===== src/rtl/alu_share_arb.sv =====
`default_nettype none
// ============================================================================
// Module      : alu_share_arb
// Description : Round-robin two-port arbiter/sequencer for the shared ALU.
//               One op in flight: IDLE -> EXEC -> RESP -> IDLE.
// Revision    : 1.0 - initial release
// ============================================================================
module alu_share_arb #(
    parameter int XLEN = 64,
    parameter int OP_W = 12
) (
    input  logic            clk,
    input  logic            rst_n,

    input  logic            req0_valid,
    output logic            req0_ready,
    input  logic [OP_W-1:0] req0_op,
    input  logic [XLEN-1:0] req0_src1,
    input  logic [XLEN-1:0] req0_src2,
    input  logic            req0_32,

    input  logic            req1_valid,
    output logic            req1_ready,
    input  logic [OP_W-1:0] req1_op,
    input  logic [XLEN-1:0] req1_src1,
    input  logic [XLEN-1:0] req1_src2,
    input  logic            req1_32,

    output logic            resp0_valid,
    input  logic            resp0_ready,
    output logic [XLEN-1:0] resp0_result,
    output logic            resp0_err,

    output logic            resp1_valid,
    input  logic            resp1_ready,
    output logic [XLEN-1:0] resp1_result,
    output logic            resp1_err,

    output logic [OP_W-1:0] alu_op_o,
    output logic [XLEN-1:0] alu_src1_o,
    output logic [XLEN-1:0] alu_src2_o,
    output logic            alu_32_o,
    input  logic [XLEN-1:0] alu_result_i
);

    typedef enum logic [1:0] {
        IDLE = 2'd0,
        EXEC = 2'd1,
        RESP = 2'd2
    } state_t;

    state_t          state_q,      state_d;
    logic            last_grant_q, last_grant_d;
    logic            owner_q,      owner_d;
    logic [OP_W-1:0] op_q,         op_d;
    logic [XLEN-1:0] src1_q,       src1_d;
    logic [XLEN-1:0] src2_q,       src2_d;
    logic            w32_q,        w32_d;
    logic            illegal_q,    illegal_d;
    logic [XLEN-1:0] result_q,     result_d;
    logic            err_q,        err_d;

    logic            grant0;
    logic            grant1;
    logic [OP_W-1:0] sel_op;
    logic [XLEN-1:0] sel_src1;
    logic [XLEN-1:0] sel_src2;
    logic            sel_w32;

    // On a tie the port that did not win last time is granted; the two
    // grants are mutually exclusive by construction.
    always_comb begin
        grant0 = req0_valid & (~req1_valid | last_grant_q);
        grant1 = req1_valid & (~req0_valid | ~last_grant_q);
    end

    always_comb begin
        sel_op   = grant1 ? req1_op   : req0_op;
        sel_src1 = grant1 ? req1_src1 : req0_src1;
        sel_src2 = grant1 ? req1_src2 : req0_src2;
        sel_w32  = grant1 ? req1_32   : req0_32;
    end

    always_ff @(posedge clk or negedge rst_n) begin
        if (!rst_n) begin
            state_q      <= IDLE;
            last_grant_q <= 1'b1;
            owner_q      <= 1'b0;
            op_q         <= '0;
            src1_q       <= '0;
            src2_q       <= '0;
            w32_q        <= 1'b0;
            illegal_q    <= 1'b0;
            result_q     <= '0;
            err_q        <= 1'b0;
        end else begin
            state_q      <= state_d;
            last_grant_q <= last_grant_d;
            owner_q      <= owner_d;
            op_q         <= op_d;
            src1_q       <= src1_d;
            src2_q       <= src2_d;
            w32_q        <= w32_d;
            illegal_q    <= illegal_d;
            result_q     <= result_d;
            err_q        <= err_d;
        end
    end

    always_comb begin
        state_d      = state_q;
        last_grant_d = last_grant_q;
        owner_d      = owner_q;
        op_d         = op_q;
        src1_d       = src1_q;
        src2_d       = src2_q;
        w32_d        = w32_q;
        illegal_d    = illegal_q;
        result_d     = result_q;
        err_d        = err_q;
        req0_ready   = 1'b0;
        req1_ready   = 1'b0;
        resp0_valid  = 1'b0;
        resp1_valid  = 1'b0;
        alu_op_o     = '0;

        case (state_q)
            IDLE: begin
                req0_ready = grant0;
                req1_ready = grant1;
                if (grant0 | grant1) begin
                    owner_d      = grant1;
                    last_grant_d = grant1;
                    op_d         = sel_op;
                    src1_d       = sel_src1;
                    src2_d       = sel_src2;
                    w32_d        = sel_w32;
                    illegal_d    = ~$onehot(sel_op);
                    state_d      = EXEC;
                end
            end
            EXEC: begin
                // A malformed op is kept off the ALU bus and answered with 0.
                alu_op_o = illegal_q ? '0 : op_q;
                result_d = illegal_q ? '0 : alu_result_i;
                err_d    = illegal_q;
                state_d  = RESP;
            end
            RESP: begin
                resp0_valid = ~owner_q;
                resp1_valid = owner_q;
                if (owner_q ? resp1_ready : resp0_ready) begin
                    state_d = IDLE;
                end
            end
            default: begin
                state_d = IDLE;
            end
        endcase
    end

    always_comb begin
        alu_src1_o   = src1_q;
        alu_src2_o   = src2_q;
        alu_32_o     = w32_q;
        resp0_result = owner_q ? '0 : result_q;
        resp1_result = owner_q ? result_q : '0;
        resp0_err    = ~owner_q & err_q;
        resp1_err    = owner_q & err_q;
    end

endmodule
`default_nettype wire


===== config.mk =====
export PLATFORM = sky130hd
export DESIGN_NAME = alu_share_arb
export DESIGN_NICKNAME = d
export VERILOG_FILES = /design/src/rtl/alu_share_arb.sv
export SDC_FILE = /design/constraint.sdc
export NUM_CORES = 1
export LEC_CHECK = 0
export BUFFER_PORTS_ARGS = -buffer_cell sky130_fd_sc_hd__buf_4
export CELL_PAD_IN_SITES_DETAIL_PLACEMENT = 1
export CELL_PAD_IN_SITES_GLOBAL_PLACEMENT = 1
export CORE_AREA = 4 4 245 247
export CTS_CLUSTER_SIZE = 28
export DETAILED_ROUTE_END_ITERATION = 12
export DIE_AREA = 0 0 249 251
export PLACE_DENSITY_LB_ADDON = 0.05
export SYNTH_ARGS = -nofsm -noshare
export SYNTH_HDL_FRONTEND = slang
export SYNTH_SLANG_ARGS = --single-unit

===== constraint.sdc =====
create_clock -name clk -period 5.7 [get_ports clk]
set_clock_uncertainty 0.05 [all_clocks]
set_input_delay 1.14 -clock clk [delete_from_list [all_inputs] [get_ports clk]]
set_output_delay 1.14 -clock clk [all_outputs]
set_load 0.01 [all_outputs]

; ---- Word-level counts from Yosys, hierarchy flattened
; Cells that the tools add are included.
[op_classes]
add_sub_neg = 11
eq_ne = 5
muxes = 17
n_bitwise = 12
n_reduce_logical = 3
[op_table]
columns = operator, count
row1 = $mux W64, 5
row2 = $mux W12, 3
row3 = $add A1 B1 Y2, 6
row4 = $add A2 B2 Y3, 3
row5 = $mux W1, 6
row6 = $pmux W2 S3, 1
row7 = $not A1 Y1, 5
row8 = $add A3 B3 Y4, 1
row9 = $add A4 B3 Y4, 1
row10 = $and A1 B1 Y1, 4
row11 = $eq A4 B1 Y1 const B, 1
row12 = $mux W2, 2
row13 = $ne A2 B2 Y1 const B, 2
row14 = $reduce_and A2 Y1, 2
row15 = $or A1 B1 Y1, 3
row16 = $eq A2 B1 Y1 const B, 1
row17 = $eq A2 B2 Y1 const B, 1
row18 = $logic_not A2 Y1, 1
[totals]
ff_bits = 211
in_bits = 352

; ---- Depth between registers and ports, before layout
[depth]
ltp_word = 10
mapped_depth = 14
ltp_nobuf = 13

; ---- Worst setup path before layout
; No wires, ideal clock.
[synth_timing]
path_kind = in2reg
startpoint = in req1_valid
endpoint = reg illegal_q
setup_time_ps = 130
arrival_ps = 4773
required_ps = 5520
setup_slack_ps = 747
stages = 14
cell_sequence = a21bo_1 -> buf_4 -> mux2i_1 -> fa_1 -> fa_1 -> fa_1 -> fa_1 -> inv_1 -> ha_1 -> inv_1 -> fa_1 -> nor3b_1 -> a22o_1 -> a31oi_1
[synth_via]
elab_chain_len = 8
word_cells_on_any_way = 20
[synth_lines]
columns = item, line
row1 = "start, declared", 22  ; input logic req1_valid,
row2 = $and A1 B1 Y1, 74  ; grant1 = req1_valid & (~req0_valid | ~last_grant_q);
row3 = $mux W12, 78  ; sel_op = grant1 ? req1_op : req0_op;
row4 = $add A1 B1 Y2 (not written as such), 138  ; illegal_d = ~$onehot(sel_op);
row5 = $add A2 B2 Y3 (not written as such), 138
row6 = $add A3 B3 Y4 (not written as such), 138
row7 = $add A4 B3 Y4 (not written as such), 138
row8 = $eq A4 B1 Y1, 138
row9 = $not A1 Y1, 138
row10 = "end signal, assigned", 104  ; illegal_q <= illegal_d;
row11 = "end, declared", 59  ; logic illegal_q, illegal_d;
; Parallel ways exist; a longest one is shown, timed or not.
; A chain may end at the register's enable or synchronous reset.

; ---- Worst setup path after layout
; Ends and elaborated chain as after synthesis.

==> metrics.md <==
| Metric | Value |
|---|---|
| Peak VDD IR | `0.0003138 V` |
| HPWL Detailed | `42400 um` |
| Hold slack | `0.4541 ns` |
| Leakage | `8.030 nW` |
| Fill count | `6746` |
| Yosys reg bits | `211` |
| Metal-1 WL | `22550 um` |
| Post-synth EDFFs | `0` |
| Fin. max-slew vios | `0` |
| Placer Congestion | `0.7695` |
| Slew @ Worst Pin | `about 1.1 ns` |
| Total CTS buffers | `29` |
| Dpl cell area | `15820 sq um` |
| Crit path required time | `~6.0 ns` |
| FF-to-FF End | `illegal_q` |
| Max Freq | `202.0 MHz` |
| Die span in x | `249 um` |
| Clock tree sinks | `211` |
| Die Ht | `251 um` |
| Final Setup Violations | `0` |
| Synth warn | `0` |
| PortBufs | `626` |
| Rows | `88` |
| Final Hold Viols | `0` |
| Post-synth cell types | `33` |
| Clk_lat worst skew | `0.55 ns` |
| Share of post-route cells with drive strength above 1 | `a little over two fifths` |
| CTS Hold Buffers Added | `0` |
| Core Area | `57590 sq um` |
| Htree depth | `1` |
| Slew margin rel. | `23.64%` |
| Reg2Reg Depth | `14` |
| CTS tree | `yes` |
| Largest net degree at the start of global routing | `133` |
| Register area share after synthesis | `50.64%` |
| Nets | `2058` |
| Setup TNS | `0 ns` |
| Initial antenna violation count | `10` |
| Final wirelength | `58140 um` |
| First DRT Iteration DRCs | `383` |
| Root Buffer Master | `clkbuf_16` |
| Global route overflow | `0` |
| Area of the multi-input gates | `around 4600 sq um` |
| # Max-Cap Violations | `0` |
| Status | `completed` |
| PwrDens | `498.7 nW/um^2` |
| Via count | `10.82k` |
| DR vias/cell | `between 4 and 5` |
| Max Buffers Root-to-Sink | `3` |
| Hold Path Class | `primary input to asynchronous set/reset pin` |
| Crit path time final | `4.950 ns` |
| Crit end category | `register` |
| Final period utilization | `86.84%` |
| Syn nets | `1483` |
| Layout area overhead | `60.50%` |
| Gate Count Post-Synth | `between 1k and 1.5k` |
| Setup CP Type | `primary input to register` |
| Uppermost routed layer | `met5` |
| Clock transition at path regs | `about 0.06 ns` |
| First-pass GRT wire length | `83480 um` |
| Final Instance Area | `16740 sq um` |
| Setup crit start kind | `primary input` |
| Setup Buffers After CTS | `0` |
| Mean Syn Cell Area | `9.313 sq um` |
| Met2 routed WL | `29040 um` |
| Post-Syn Area | `10430 sq um` |
| Pre-antenna DRT Iters | `4` |
| DRT antenna net count | `0` |
| Worst R2R Setup Slack | `0.90 ns` |
| CP arrival | `5.29 ns` |
| Vias in the first global route | `11.61k` |
| Share of flip-flops with an asynchronous set or reset | `100.0%` |
| Routed met3 length | `5255 um` |
| All-layer global routing usage | `around 18%` |
| Worst-path maximum fanout | `15` |
| Power Total | `8.349 mW` |
| RSZ-0062 raised after global routing | `no` |
| Ports | `627` |
| Starting density of the core | `18.11%` |
| CTS resizes | `0` |
| Top FF cell, synth | `dfrtp_1` |
| Routed len/inst | `roughly 23 um` |
| Drt drc | `0` |
| Seq. cell area | `5285 sq um` |
| Util after Layout | `29.07%` |
| Worst R2R Start | `last_grant_q` |
| Die area | `62500 sq um` |
cells in the final DEF (no fill, tap or decap), drive strengths merged, types with 4 or more instances in the layout:
master,Yosys,layout
buf,33,649
a21oi,154,154
inv,10,10
and2,77,77
a22o,65,65
diode,0,7
mux2i,11,11
nor2,7,7
clkbuf,72,46
nor2b,64,64
dfrtp,210,210
a31oi,131,131
fa,7,7
nand2,260,260
ha,4,4
area by class of cell:
class	instances	share of cell area [%]
Antenna cell	7	0.1046
Clock buffer	46	5.314
Clock inverter	3	0.08969
Inverter	10	0.2242
Multi-Input combinational cell	794	27.68
Sequential cell	211	31.57
Tap cell	765	5.718
Timing Repair Buffer	649	29.30
synthesized netlist by cell type (3+ instances only):
cell type	number	area (sq um)
clkbuf_1	72	270.3
inv_1	10	37.54
mux2i_1	11	110.1
nand2b_1	3	18.77
mux2_2	3	33.78
nor2_1	6	22.52
a22o_1	65	569.3
fa_1	7	140.1
a21oi_1	154	770.7
buf_6	8	90.09
a31oi_4	9	191.4
dfrtp_1	210	5255
a31oi_1	121	757.0
and2_1	77	481.7
nand2_1	260	975.9
buf_1	5	18.77
ha_1	4	50.05
buf_2	15	75.07
buf_4	3	22.52
nor2b_1	64	400.4
worst max-delay path: stages:
cell and delay, ns:
buf_4 0.13, a21bo_4 0.38, mux2i_1 0.18, buf_4 0.18, fa_1 0.64, fa_1 0.47, fa_1 0.56, fa_1 0.43
inv_1 0.07, ha_1 0.16, inv_1 0.07, fa_1 0.44, nor3b_1 0.20, a22o_1 0.16, a31oi_1 0.07
layer usage:
| metal | global-route usage (%) | vias to the layer above |
|---|---|---|
| li1 | - | 5019 |
| met1 | 20.26 | 5355 |
| met2 | 30.90 | 367 |
| met3 | 6.787 | 68 |
| met4 | 4.103 | 8 |
| met5 | 0 | - |
report_power, final:
| group | switching (mW) | internal, mW | total (mW) |
|---|---|---|---|
| sequential | 0.535 | 2.17 | 2.70 |
| clock | 0.718 | 1.05 | 1.77 |
| combinational | 2.14 | 1.74 | 3.88 |
| total | 3.39 | 4.96 | 8.35 |
worst max path at each step:
stage                     depth (start not counted)  slack (ns)        from         to
final                                            15        0.75  req1_valid  illegal_q
after global routing                             15        0.48  req1_valid  illegal_q
after CTS                                        15        0.66  req1_valid  illegal_q
after detailed placement                         15        0.06  req1_valid  illegal_q
after global placement                           15        0.17  req1_valid  illegal_q
after floorplan                                  14        0.75  req1_valid  illegal_q
kinds of logic after synthesis:
family / Yosys count / share of synthesized area (%)
simple gates: 415 / 18.51
buf+inv: 115 / 5.266
mux: 14 / 1.380
compound gates: 354 / 22.38
flops: 211 / 50.64
fa+ha+maj: 11 / 1.823
registers in the layout, summed over array words and instances, names as in the netlist:
register      cells
alu_32_o          1
alu_src1_o       64
alu_src2_o       64
err_q             1
illegal_q         1
last_grant_q      1
op_q             12
owner_q           1
result_q         64
state_q           2
stage by stage:
step,std cells,setup WS [ns]
final,2485,0.7501
after detailed placement,2429,0.05849
after floorplan,1120,0.7468
after global routing,2482,0.4780
after global placement,2429,0.1713
after CTS,2478,0.6618
No activity file was read; power rests on OpenSTA's default activity.
